<file path="config.mk">
export PLATFORM = sky130hd
export DESIGN_NAME = ysyx_23060236_axi_rd_master
export DESIGN_NICKNAME = d
export VERILOG_FILES = /design/src/rtl/ysyx_23060236_axi_rd_pkg.sv /design/src/rtl/ysyx_23060236_axi_rd_master_load_ext.sv /design/src/rtl/ysyx_23060236_axi_rd_master.sv
export SDC_FILE = /design/constraint.sdc
export NUM_CORES = 1
export LEC_CHECK = 0
export CORE_MARGIN = 3
export CORE_UTILIZATION = 42
export CTS_CLUSTER_DIAMETER = 100
export DETAILED_ROUTE_END_ITERATION = 7
export PLACE_DENSITY = 0.79
export SLEW_MARGIN = 25
export SYNTH_ARGS = -nofsm -noshare
export SYNTH_HDL_FRONTEND = slang
export SYNTH_SLANG_ARGS = --single-unit
</file>
<file path="constraint.sdc">
create_clock -name clock -period 6.6 [get_ports clock]
set_clock_uncertainty 0.15 [all_clocks]
set_input_delay 0.66 -clock clock [delete_from_list [all_inputs] [get_ports clock]]
set_output_delay 0.66 -clock clock [all_outputs]
set_load 0.02 [all_outputs]
</file>
<file path="src/rtl/ysyx_23060236_axi_rd_pkg.sv">
// Shared definitions for the AXI4-lite read master: FSM states,
// load size encodings, the OKAY response code and the alignment rule.
package ysyx_23060236_axi_rd_pkg;

  typedef enum logic [1:0] {
    ST_IDLE = 2'd0,
    ST_AR   = 2'd1,
    ST_R    = 2'd2,
    ST_RESP = 2'd3
  } state_t;

  localparam logic [1:0] SZ_BYTE = 2'd0;
  localparam logic [1:0] SZ_HALF = 2'd1;
  localparam logic [1:0] SZ_WORD = 2'd2;

  localparam logic [1:0] RRESP_OKAY = 2'd0;

  // Size 3 is reserved and always rejected as misaligned.
  function automatic logic is_misaligned(input logic [1:0] offset, input logic [1:0] size);
    logic bad;
    case (size)
      SZ_BYTE: bad = 1'b0;
      SZ_HALF: bad = offset[0];
      SZ_WORD: bad = (offset != 2'd0);
      default: bad = 1'b1;
    endcase
    return bad;
  endfunction

endpackage

</file>
<file path="src/rtl/ysyx_23060236_axi_rd_master_load_ext.sv">
// Load data formatter: shifts the bus word down by the byte offset and
// truncates/extends it to the access size. Purely combinational.
module ysyx_23060236_load_ext
  import ysyx_23060236_axi_rd_pkg::*;
(
  input  logic [31:0] rdata,
  input  logic [1:0]  offset,
  input  logic [1:0]  size,
  input  logic        is_signed,
  output logic [31:0] data
);

  logic [31:0] shifted;

  // Align the addressed bytes to bit 0, then extend according to size.
  always_comb begin
    shifted = rdata >> {offset, 3'b000};
    case (size)
      SZ_BYTE: data = {{24{is_signed & shifted[7]}}, shifted[7:0]};
      SZ_HALF: data = {{16{is_signed & shifted[15]}}, shifted[15:0]};
      default: data = shifted;
    endcase
  end

endmodule

</file>
<file path="src/rtl/ysyx_23060236_axi_rd_master.sv">
// AXI4-lite read initiator: one LSU load at a time, single-beat AR/R, aligned/extended result.
// Latency: 3 cycles accept-to-response with a zero-stall slave; misaligned requests answer in 1.
// Optional per-phase timeout when YSYX_23060236_AXI_RD_TIMEOUT_EN is defined; otherwise waits forever.
module ysyx_23060236_axi_rd_master
  import ysyx_23060236_axi_rd_pkg::*;
#(
  parameter int TIMEOUT = 1024
) (
  input  logic        clock,
  input  logic        reset,
  input  logic        req_valid,
  output logic        req_ready,
  input  logic [31:0] req_addr,
  input  logic [1:0]  req_size,
  input  logic        req_signed,
  output logic        resp_valid,
  output logic [31:0] resp_data,
  output logic        resp_err,
  output logic [31:0] araddr,
  output logic        arvalid,
  input  logic        arready,
  input  logic [31:0] rdata,
  input  logic [1:0]  rresp,
  input  logic        rvalid,
  output logic        rready
);

  if (TIMEOUT < 1) begin : g_bad_timeout
    $error("TIMEOUT must be at least 1");
  end

  state_t      state, state_nxt;
  logic [31:0] addr_q;
  logic [1:0]  size_q;
  logic        signed_q;
  logic [31:0] ext_data;
  logic        tmo_hit;
  logic        req_mis;

  assign req_mis = is_misaligned(req_addr[1:0], req_size);

  ysyx_23060236_load_ext u_load_ext (
    .rdata     (rdata),
    .offset    (addr_q[1:0]),
    .size      (size_q),
    .is_signed (signed_q),
    .data      (ext_data)
  );

`ifdef YSYX_23060236_AXI_RD_TIMEOUT_EN
  localparam int CW = $clog2(TIMEOUT) + 1;
  logic [CW-1:0] tmo_cnt;

  assign tmo_hit = (tmo_cnt == CW'(TIMEOUT - 1));

  // Phase cycle counter: restarts whenever the FSM changes state, counts while waiting on the bus.
  always_ff @(posedge clock or posedge reset) begin
    if (reset) begin
      tmo_cnt <= '0;
    end else if (state != state_nxt) begin
      tmo_cnt <= '0;
    end else if (state == ST_AR || state == ST_R) begin
      tmo_cnt <= tmo_cnt + 1'b1;
    end
  end
`else
  assign tmo_hit = 1'b0;
`endif

  // State register.
  always_ff @(posedge clock or posedge reset) begin
    if (reset) begin
      state <= ST_IDLE;
    end else begin
      state <= state_nxt;
    end
  end

  // Next-state logic; a pending handshake always wins over a timeout in the same cycle.
  always_comb begin
    state_nxt = state;
    case (state)
      ST_IDLE: if (req_valid) state_nxt = req_mis ? ST_RESP : ST_AR;
      ST_AR: begin
        if (arready)      state_nxt = ST_R;
        else if (tmo_hit) state_nxt = ST_RESP;
      end
      ST_R: begin
        if (rvalid)       state_nxt = ST_RESP;
        else if (tmo_hit) state_nxt = ST_RESP;
      end
      ST_RESP: state_nxt = ST_IDLE;
      default: state_nxt = ST_IDLE;
    endcase
  end

  // Request latch and registered response capture.
  always_ff @(posedge clock or posedge reset) begin
    if (reset) begin
      addr_q    <= '0;
      size_q    <= SZ_BYTE;
      signed_q  <= 1'b0;
      resp_data <= '0;
      resp_err  <= 1'b0;
    end else begin
      case (state)
        ST_IDLE: begin
          if (req_valid) begin
            addr_q   <= req_addr;
            size_q   <= req_size;
            signed_q <= req_signed;
            if (req_mis) begin
              resp_err  <= 1'b1;
              resp_data <= '0;
            end
          end
        end
        ST_AR: begin
          if (!arready && tmo_hit) begin
            resp_err  <= 1'b1;
            resp_data <= '0;
          end
        end
        ST_R: begin
          if (rvalid) begin
            resp_err  <= (rresp != RRESP_OKAY);
            resp_data <= (rresp == RRESP_OKAY) ? ext_data : 32'd0;
          end else if (tmo_hit) begin
            resp_err  <= 1'b1;
            resp_data <= '0;
          end
        end
        default: ;
      endcase
    end
  end

  // All handshake outputs decode the registered state; req_ready stays low while reset is held.
  assign req_ready  = (state == ST_IDLE) && !reset;
  assign arvalid    = (state == ST_AR);
  assign rready     = (state == ST_R);
  assign resp_valid = (state == ST_RESP);
  assign araddr     = addr_q;

endmodule

</file>
Yosys cells after proc, flatten, opt, wreduce, memory -nomap -nowiden --
Index checks and enable logic that the tools add are counted.
Word-level totals: bits of input ports 74, logic and storage cells 47, register bits after elaboration 70
Cells by class: shift operators 1, equal/unequal tests 10, muxes and demuxes 16, reduce and logical (&&, ||, !) cells 12, bitwise operators 2
Operator list (count):
- two-way mux 32 bit | 4
- case mux 32 bit (2 select lines) | 2
- >> shifter 32 x 5 -> 32 bit | 1
- logical NOT 2 bit | 4
- two-way mux 2 bit | 4
- case mux 2 bit (4 select lines) | 1
- == test 2 x 1 -> 1 bit, second input constant | 3
- == test 2 bit, second input constant | 3
- != test 2 bit, second input constant | 3
- nonzero test 2 bit | 3
- AND reduction 4 bit | 1
- two-way mux 1 bit | 3
- case mux 1 bit (3 select lines) | 1
- AND reduction 3 bit | 1
- AND 1 bit | 2
- != test 2 x 1 -> 1 bit, second input constant | 1
- case mux 1 bit (2 select lines) | 1
- AND reduction 2 bit | 1
- logical AND 1 bit | 1
- logical NOT 1 bit | 1

Longest topological paths before layout --
Gate-level depths: netlist of run 1.
word-level depth 6, depth in mapped cells 8, gate-level depth less buffers 6

Hierarchy --
A second synthesis of run 1 with hierarchy kept.
Second synthesis, totals: cells, all modules 344, area total of the unflattened synthesis 3847.4 um2
By module, submodules not included:
- ysyx_23060236_axi_rd_master | area each 3039.2 um2, sequential area each 1751.7 um2, cells an instance 238, times used 1
- ysyx_23060236_load_ext | area each 808.3 um2, sequential area each 0.0 um2, cells an instance 106, times used 1

Worst setup path after synthesis of run 1 --
Ideal clock, no wire load.
path type flip-flop to flip-flop, start register state[0], end register resp_data[17], path slack 4.379 ns, data arrival time 1.990 ns, data required time 6.370 ns, stages on the path, launching flop included 7, period minus slack after synthesis 2.221 ns, cell sequence dfrtp_1 inv_1 ha_1 or3b_1 or4_1 buf_4 o211ai_2
On the way: longest elaborated chain between the ends 3
RTL lines:
- start, declared | line ysyx_23060236_axi_rd_master.sv:32 | state_t state, state_nxt;
- start signal, assigned | line ysyx_23060236_axi_rd_master.sv:75 | state <= state_nxt;
- == test 2 bit (*)
- net rready | line ysyx_23060236_axi_rd_master.sv:25 | output logic rready
- != test 2 bit (no source line) / nonzero test 2 bit (equally long branches)
- AND reduction 4 bit (no source line)
- end signal, assigned | line ysyx_23060236_axi_rd_master.sv:127 | resp_data <= (rresp == RRESP_OKAY) ? ext_data : 32'd0;
- end, declared | line ysyx_23060236_axi_rd_master.sv:17 | output logic [31:0] resp_data,
Mark *: on every way through the listed nets, which the timed path passes. The rest lies on a longest branch. A chain may end at the register's enable or synchronous reset.

Worst setup path after layout of run 1 --
start input req_size[0], end register resp_data[3]
On the way: longest elaborated chain between the ends 4
RTL lines:
- start, declared | line ysyx_23060236_axi_rd_master.sv:14 | input logic [1:0] req_size,
- == test 2 bit, or another cell as far along | line ysyx_23060236_axi_rd_pkg.sv:21 | case (size)
- case mux 1 bit (3 select lines) (*) | line ysyx_23060236_axi_rd_pkg.sv:21
- != test 2 bit (no source line) (*)
- AND reduction 4 bit (no source line) (*)
Mark *: on every way between the ends. The rest lies on a longest branch, timed or not.

==> flow_summary.toml, run 1 <==
[run_status]
status = "finished, final reports clean"

[synthesis]
syn_area_mm2 = 0.00349
synth_flop_cell = "dfrtp_1"
syn_nets = 355
yosys-top-cells-area = "dfrtp_1 (50%), mux2_2 (13%), mux2i_1 (5.4%)"
synth.avg_cell_area_um2 = 12.7
seq_area_frac_synth = 0.501
async_flop_share = 1.00
synthDistinctLibCells = 41
synth-edff-count = 0
synth_top_area_cell = "dfrtp_1"
yosys_warnings = 0
ys_ff_latch = 70
synthCells = 276
synth.top_cell.area_share = 0.501

[worst_setup_path]
crit_path_start = "req_size[0]"
worstPathRequired_ps = 6680
crit_end = "resp_data[3]"
crit_family = "simple AND/OR/NAND/NOR gates"
path_class = "input port to register"
crit_slowest_cell = "or2_1"
slowest_delay_ps = 850
timing.rr.end = "resp_data[3]"
crit_path_start_kind = "input port"
worst_r2r_path_depth = 6
path_depth = 5
path_cells = "clkdlybuf4s50_1, or3_1, a31oi_1, or2_1, mux2_2"
crit_arrival_ps = 3520
path_buf_inv = 1
r2r-start = "state[0]"
rrSetupSlack_ps = 3490
crit_path_end_kind = "register"
crit_fanout = 25

[floorplan]
pin_count = 143
floorplan.core_area_mm2 = 0.00789
fp.dieW_um = 97.2
start_util = 0.443
row_count = 32
die_area_mm2 = 0.00945
die_y_um = 97.2

[clocking]
cts_buffers = 9
cts.reportedPaths.clkPinSlew_ps = 70
cts_resized = 0
clock-root-buffer = "clkbuf_8"
postCtsSetupBuffers = 0
htree_levels = 3
cts_tree = "built"
cts.sinks = 70
cts_hold_buffers = 0
clk_latency_ps = 340
clock_path_buffers = 2

[global_route]
grt_pass1_vias = 2824
overflow = 0
grt.total_usage = 0.198
antenna_found_initial = 0
grt_start_max_net_pins = 45
grt_pass1_wl_um = 14800

[power]
powerDensity_mw_per_mm2 = 448
power.leakage_nw = 2.24
vdd_drop_max_mv = 0.317

[finish]
final_cell_mix = "clkdlybuf4s50_1 (142), dfrtp_1 (70), mux2_2 (40)"
mostFrequentLayoutCell = "clkdlybuf4s50_1"
fin_nets = 491
diodes = 0
fin_util = 0.665
area_growth_pct = 50.1
drive_gt1_frac = 0.185
design_area_mm2 = 0.00524

[routing]
antenna_left = 0
drtIter0Drc = 115
via_per_inst = 5.32
drt-total-wl_um = 9460
vias = 2762
post_drt_wl_per_cell_um = 18.2
drc = 0
drt-pass1-iter-count = 4

[placement]
dpl_cell_area_mm2 = 0.00496
place_hpwl_um = 7130
gp_congestion = 0.796
pre_cts_ws_ps = 2810
portBuffers = 142

[timing]
fin_ws_ps = 3160
period_share = 0.521
fmax_ghz = 0.291
setup_viol = 0
worst_pin_slew_ps = 973
fin_tns_setup_ps = 0
rsz0062_at_grt = "no"
period_needed_ps = 3440
slew_headroom = 0.351
hold_violations = 0
drv_slew = 0

[job]
maxCapViolCount = 0

[min_path]
hold_path.class = "register to register"
## where the power goes
group          internal, mW  switching (mW)  total [mW]
Clock                 0.311           0.164       0.474
Combinational         0.576           0.617        1.19
Sequential            0.589          0.0925       0.681
Total                  1.48           0.873        2.35
## state kept, by name (all words and copies together) (netlist names)
register and flops:
resp_data 32, size_q 2, state 2, signed_q 1
araddr 32, resp_err 1
## worst register-to-register path, stage by stage, from the launching register on
cell     delay [ps]
dfrtp_1         370
inv_1            90
ha_1            270
nor2b_1         150
a31oi_1         690
or2_1           850
mux2_2          430
## synth_stat cells (2+ instances only)
library cell,instances
dfrtp_1,70
mux2_2,40
mux2i_1,19
o21ai_0,18
a211oi_1,14
nor2b_1,11
a21oi_1,9
a221o_1,8
nand3b_1,8
o211ai_2,8
o2bb2ai_1,8
buf_2,7
clkbuf_1,7
inv_1,7
ha_1,5
buf_1,3
nand2b_1,3
a31oi_1,2
buf_4,2
buf_6,2
mux2_1,2
nand2_1,2
nor3b_4,2
o21ai_1,2
## worst min path at each step
stage / slack (ps) / cells past startpoint / from / end
detailed placement: 330 / 1 / resp_data[12] / resp_data[12]
global route: 360 / 1 / resp_data[1] / resp_data[1]
floorplan: 320 / 1 / signed_q / signed_q
CTS: 340 / 1 / resp_data[12] / resp_data[12]
finish: 340 / 1 / resp_data[12] / resp_data[12]
global placement: 330 / 1 / resp_data[8] / resp_data[8]
## metal layers
metal	vias to the layer above	GRT usage	wire length (um)
li1	1304	-	-
met1	1345	0.237	3960
met2	95	0.334	4720
met3	18	0.0531	564
met4	0	0.0875	214
met5	-	0	0
## stage by stage
| step | std cells | hold slack [ps] | total power, mW |
|---|---|---|---|
| detailed placement | 503 | 328 | 1.89 |
| finish | 519 | 341 | 2.35 |
| CTS | 519 | 345 | 2.37 |
| floorplan | 276 | 321 | 1.42 |
| global placement | 503 | 326 | 1.86 |
| global route | 519 | 360 | 2.47 |
## area by class of cell
type,instances,area [um^2]
multi-input cells,178,1610
flip-flops and latches,70,1750
clock inverters,5,129
inverters,7,26.3
repair buffers,146,1450
well taps,102,128
fillers,606,2650
clock buffers,11,151
## logic make-up after synthesis
group,after synthesis,synth area share
buf+inv,28,0.0390
mux,62,0.196
xor+xnor,1,0.00251
flops,70,0.501
simple gates,36,0.0756
fa+ha+maj,5,0.0179
compound gates,74,0.167
Power figures use the tool's default switching activity.
==> inputs of run 2 (changes only) <==
Clock period 6.6 ns to 3.2 ns, I/O delays scaled along.
==> run 2 against run 1 <==
Combinational power increased by 110%. Highest routed layer unchanged. Largest cell class unchanged. Cell count increased by 0.39%. Via count decreased by 0.11%. Count of clock-buffer cells in the layout increased by 2. Global-route usage increased by 0.22 points. Clock power increased by 40%. Critical path depth unchanged. Die area unchanged. Register-to-register slack got worse by 2900 ps. Hold slack got worse by 100 ps.
==> flow_summary.toml, run 2 (synthesis results as in run 1) <==
[run_status]
status = "finished, final reports clean"

[clocking]
clock-root-buffer = "clkbuf_8"
cts.sinks = 70
cts.reportedPaths.clkPinSlew_ps = 70
postCtsSetupBuffers = 0
clock_path_buffers = 2
cts_resized = 0
cts_buffers = 9
clk_latency_ps = 340
htree_levels = 3
cts_hold_buffers = 0
cts_tree = "built"

[finish]
drive_gt1_frac = 0.186
fin_nets = 493
final_cells = 521
fillers = 595
area_growth_pct = 48.5
diodes = 0
final_cell_mix = "clkdlybuf4s50_1 (142), dfrtp_1 (70), mux2_2 (40)"
mostFrequentLayoutCell = "clkdlybuf4s50_1"

[placement]
gp_congestion = 0.794
pre_cts_ws_ps = 593
portBuffers = 142
place_hpwl_um = 7060
dp_cells = 505

[power]
swShare = 0.390
power_frac_seq = 0.317
vdd_drop_max_mv = 0.626
clkPwrFrac = 0.146
p_sw_mw = 1.77
power.leakage_nw = 2.21
combPwrFrac = 0.537
powerDensity_mw_per_mm2 = 876
p_int_mw = 2.77

[routing]
antenna_left = 0
drt-pass1-iter-count = 4
drc = 0
via_per_inst = 5.30
vias = 2759
drtIter0Drc = 120
post_drt_wl_per_cell_um = 17.6
drt-total-wl_um = 9190

[global_route]
antenna_found_initial = 0
grt_start_max_net_pins = 45
grt.total_usage = 0.200
grt_pass1_vias = 2946
grt_pass1_wl_um = 15100
overflow = 0

[timing]
rsz0062_at_grt = "no"
worst_pin_slew_ps = 799
fmax_ghz = 0.383
period_needed_ps = 2610
slew_headroom = 0.464
drv_slew = 0
holdWs_ps = 238
hold_violations = 0
period_share = 0.816
fin_tns_setup_ps = 0
fin_ws_ps = 587
setup_viol = 0

[floorplan]
die_area_mm2 = 0.00945
floorplan.core_area_mm2 = 0.00789
row_count = 32
die_y_um = 97.2
start_util = 0.443
pin_count = 143
fp.dieW_um = 97.2

[worst_setup_path]
crit_path_end_kind = "register"
crit_fanout = 11
path_buf_inv = 1
crit_family = "simple AND/OR/NAND/NOR gates"
crit_path_start_kind = "register"
slowest_delay_ps = 770
path_cells = "inv_1, ha_1, or3b_1, or4_1, o211ai_2"
crit_arrival_ps = 2720
worstPathRequired_ps = 3310
crit_slowest_cell = "or4_1"
path_class = "register to register"

[min_path]
hold_path.class = "input port to asynchronous set/reset pin"

[job]
maxCapViolCount = 0
## run 2: through the flow
step / util / power (mW) / instance area [um^2]
3_5_place_dp: 0.634 / 3.92 / 5000
2_1_floorplan: - / 2.94 / 3490
4_1_cts: 0.658 / 4.59 / 5190
3_3_place_gp: 0.634 / 3.86 / 5000
5_1_grt: 0.658 / 4.81 / 5190
6_report: 0.658 / 4.55 / 5190
## run 2: layout make-up
cell class | instances | area (um^2) | share of cell area
Sequential cell | 70 | 1750 | 0.338
Inverter | 7 | 26.3 | 0.00506
Clock buffer | 13 | 169 | 0.0326
Timing Repair Buffer | 148 | 1490 | 0.287
Clock inverter | 3 | 17.5 | 0.00338
Multi-Input combinational cell | 178 | 1610 | 0.309
Tap cell | 102 | 128 | 0.0246
## run 2: power by group through the flow
stage / Sequential [mW] / Clock [mW] / Combinational, mW
after floorplan: 1.76 / 0 / 1.18
after global routing: 1.50 / 0.708 / 2.61
after global placement: 1.44 / 0 / 2.42
final: 1.44 / 0.663 / 2.44
after CTS: 1.45 / 0.681 / 2.47
after detailed placement: 1.46 / 0 / 2.46
## run 2: worst register-to-register path: cells and delay by family, from the launching register on
family                   cells  cell delay [ps]
AND/OR/NAND/NOR              2             1370
flip-flops                   1              410
AO/OA/AOI/OAI                1              240
adder cells (fa/ha/maj)      1              240
buffers and inverters        1              130
## run 2: worst paths after layout
kind | from | endpoint | slack, ps | cells after the start
max | state[0] | resp_data[19] | 590 | 5
min | reset | araddr[31] | 240 | 2
max reg2reg | state[0] | resp_data[19] | 590 | 5
min reg2reg | resp_data[1] | resp_data[1] | 350 | 1
max in group asynchronous | reset | resp_data[17] | 2010 | 3
min in group clock | resp_data[1] | resp_data[1] | 350 | 1
## run 2: layer usage
layer | share of wire | vias to the layer above | global-route usage
met4 | 0.020 | 0 | 0.0670
met2 | 0.50 | 89 | 0.336
met3 | 0.056 | 16 | 0.0581
met1 | 0.42 | 1349 | 0.248
li1 | - | 1305 | -
met5 | 0 | - | 0
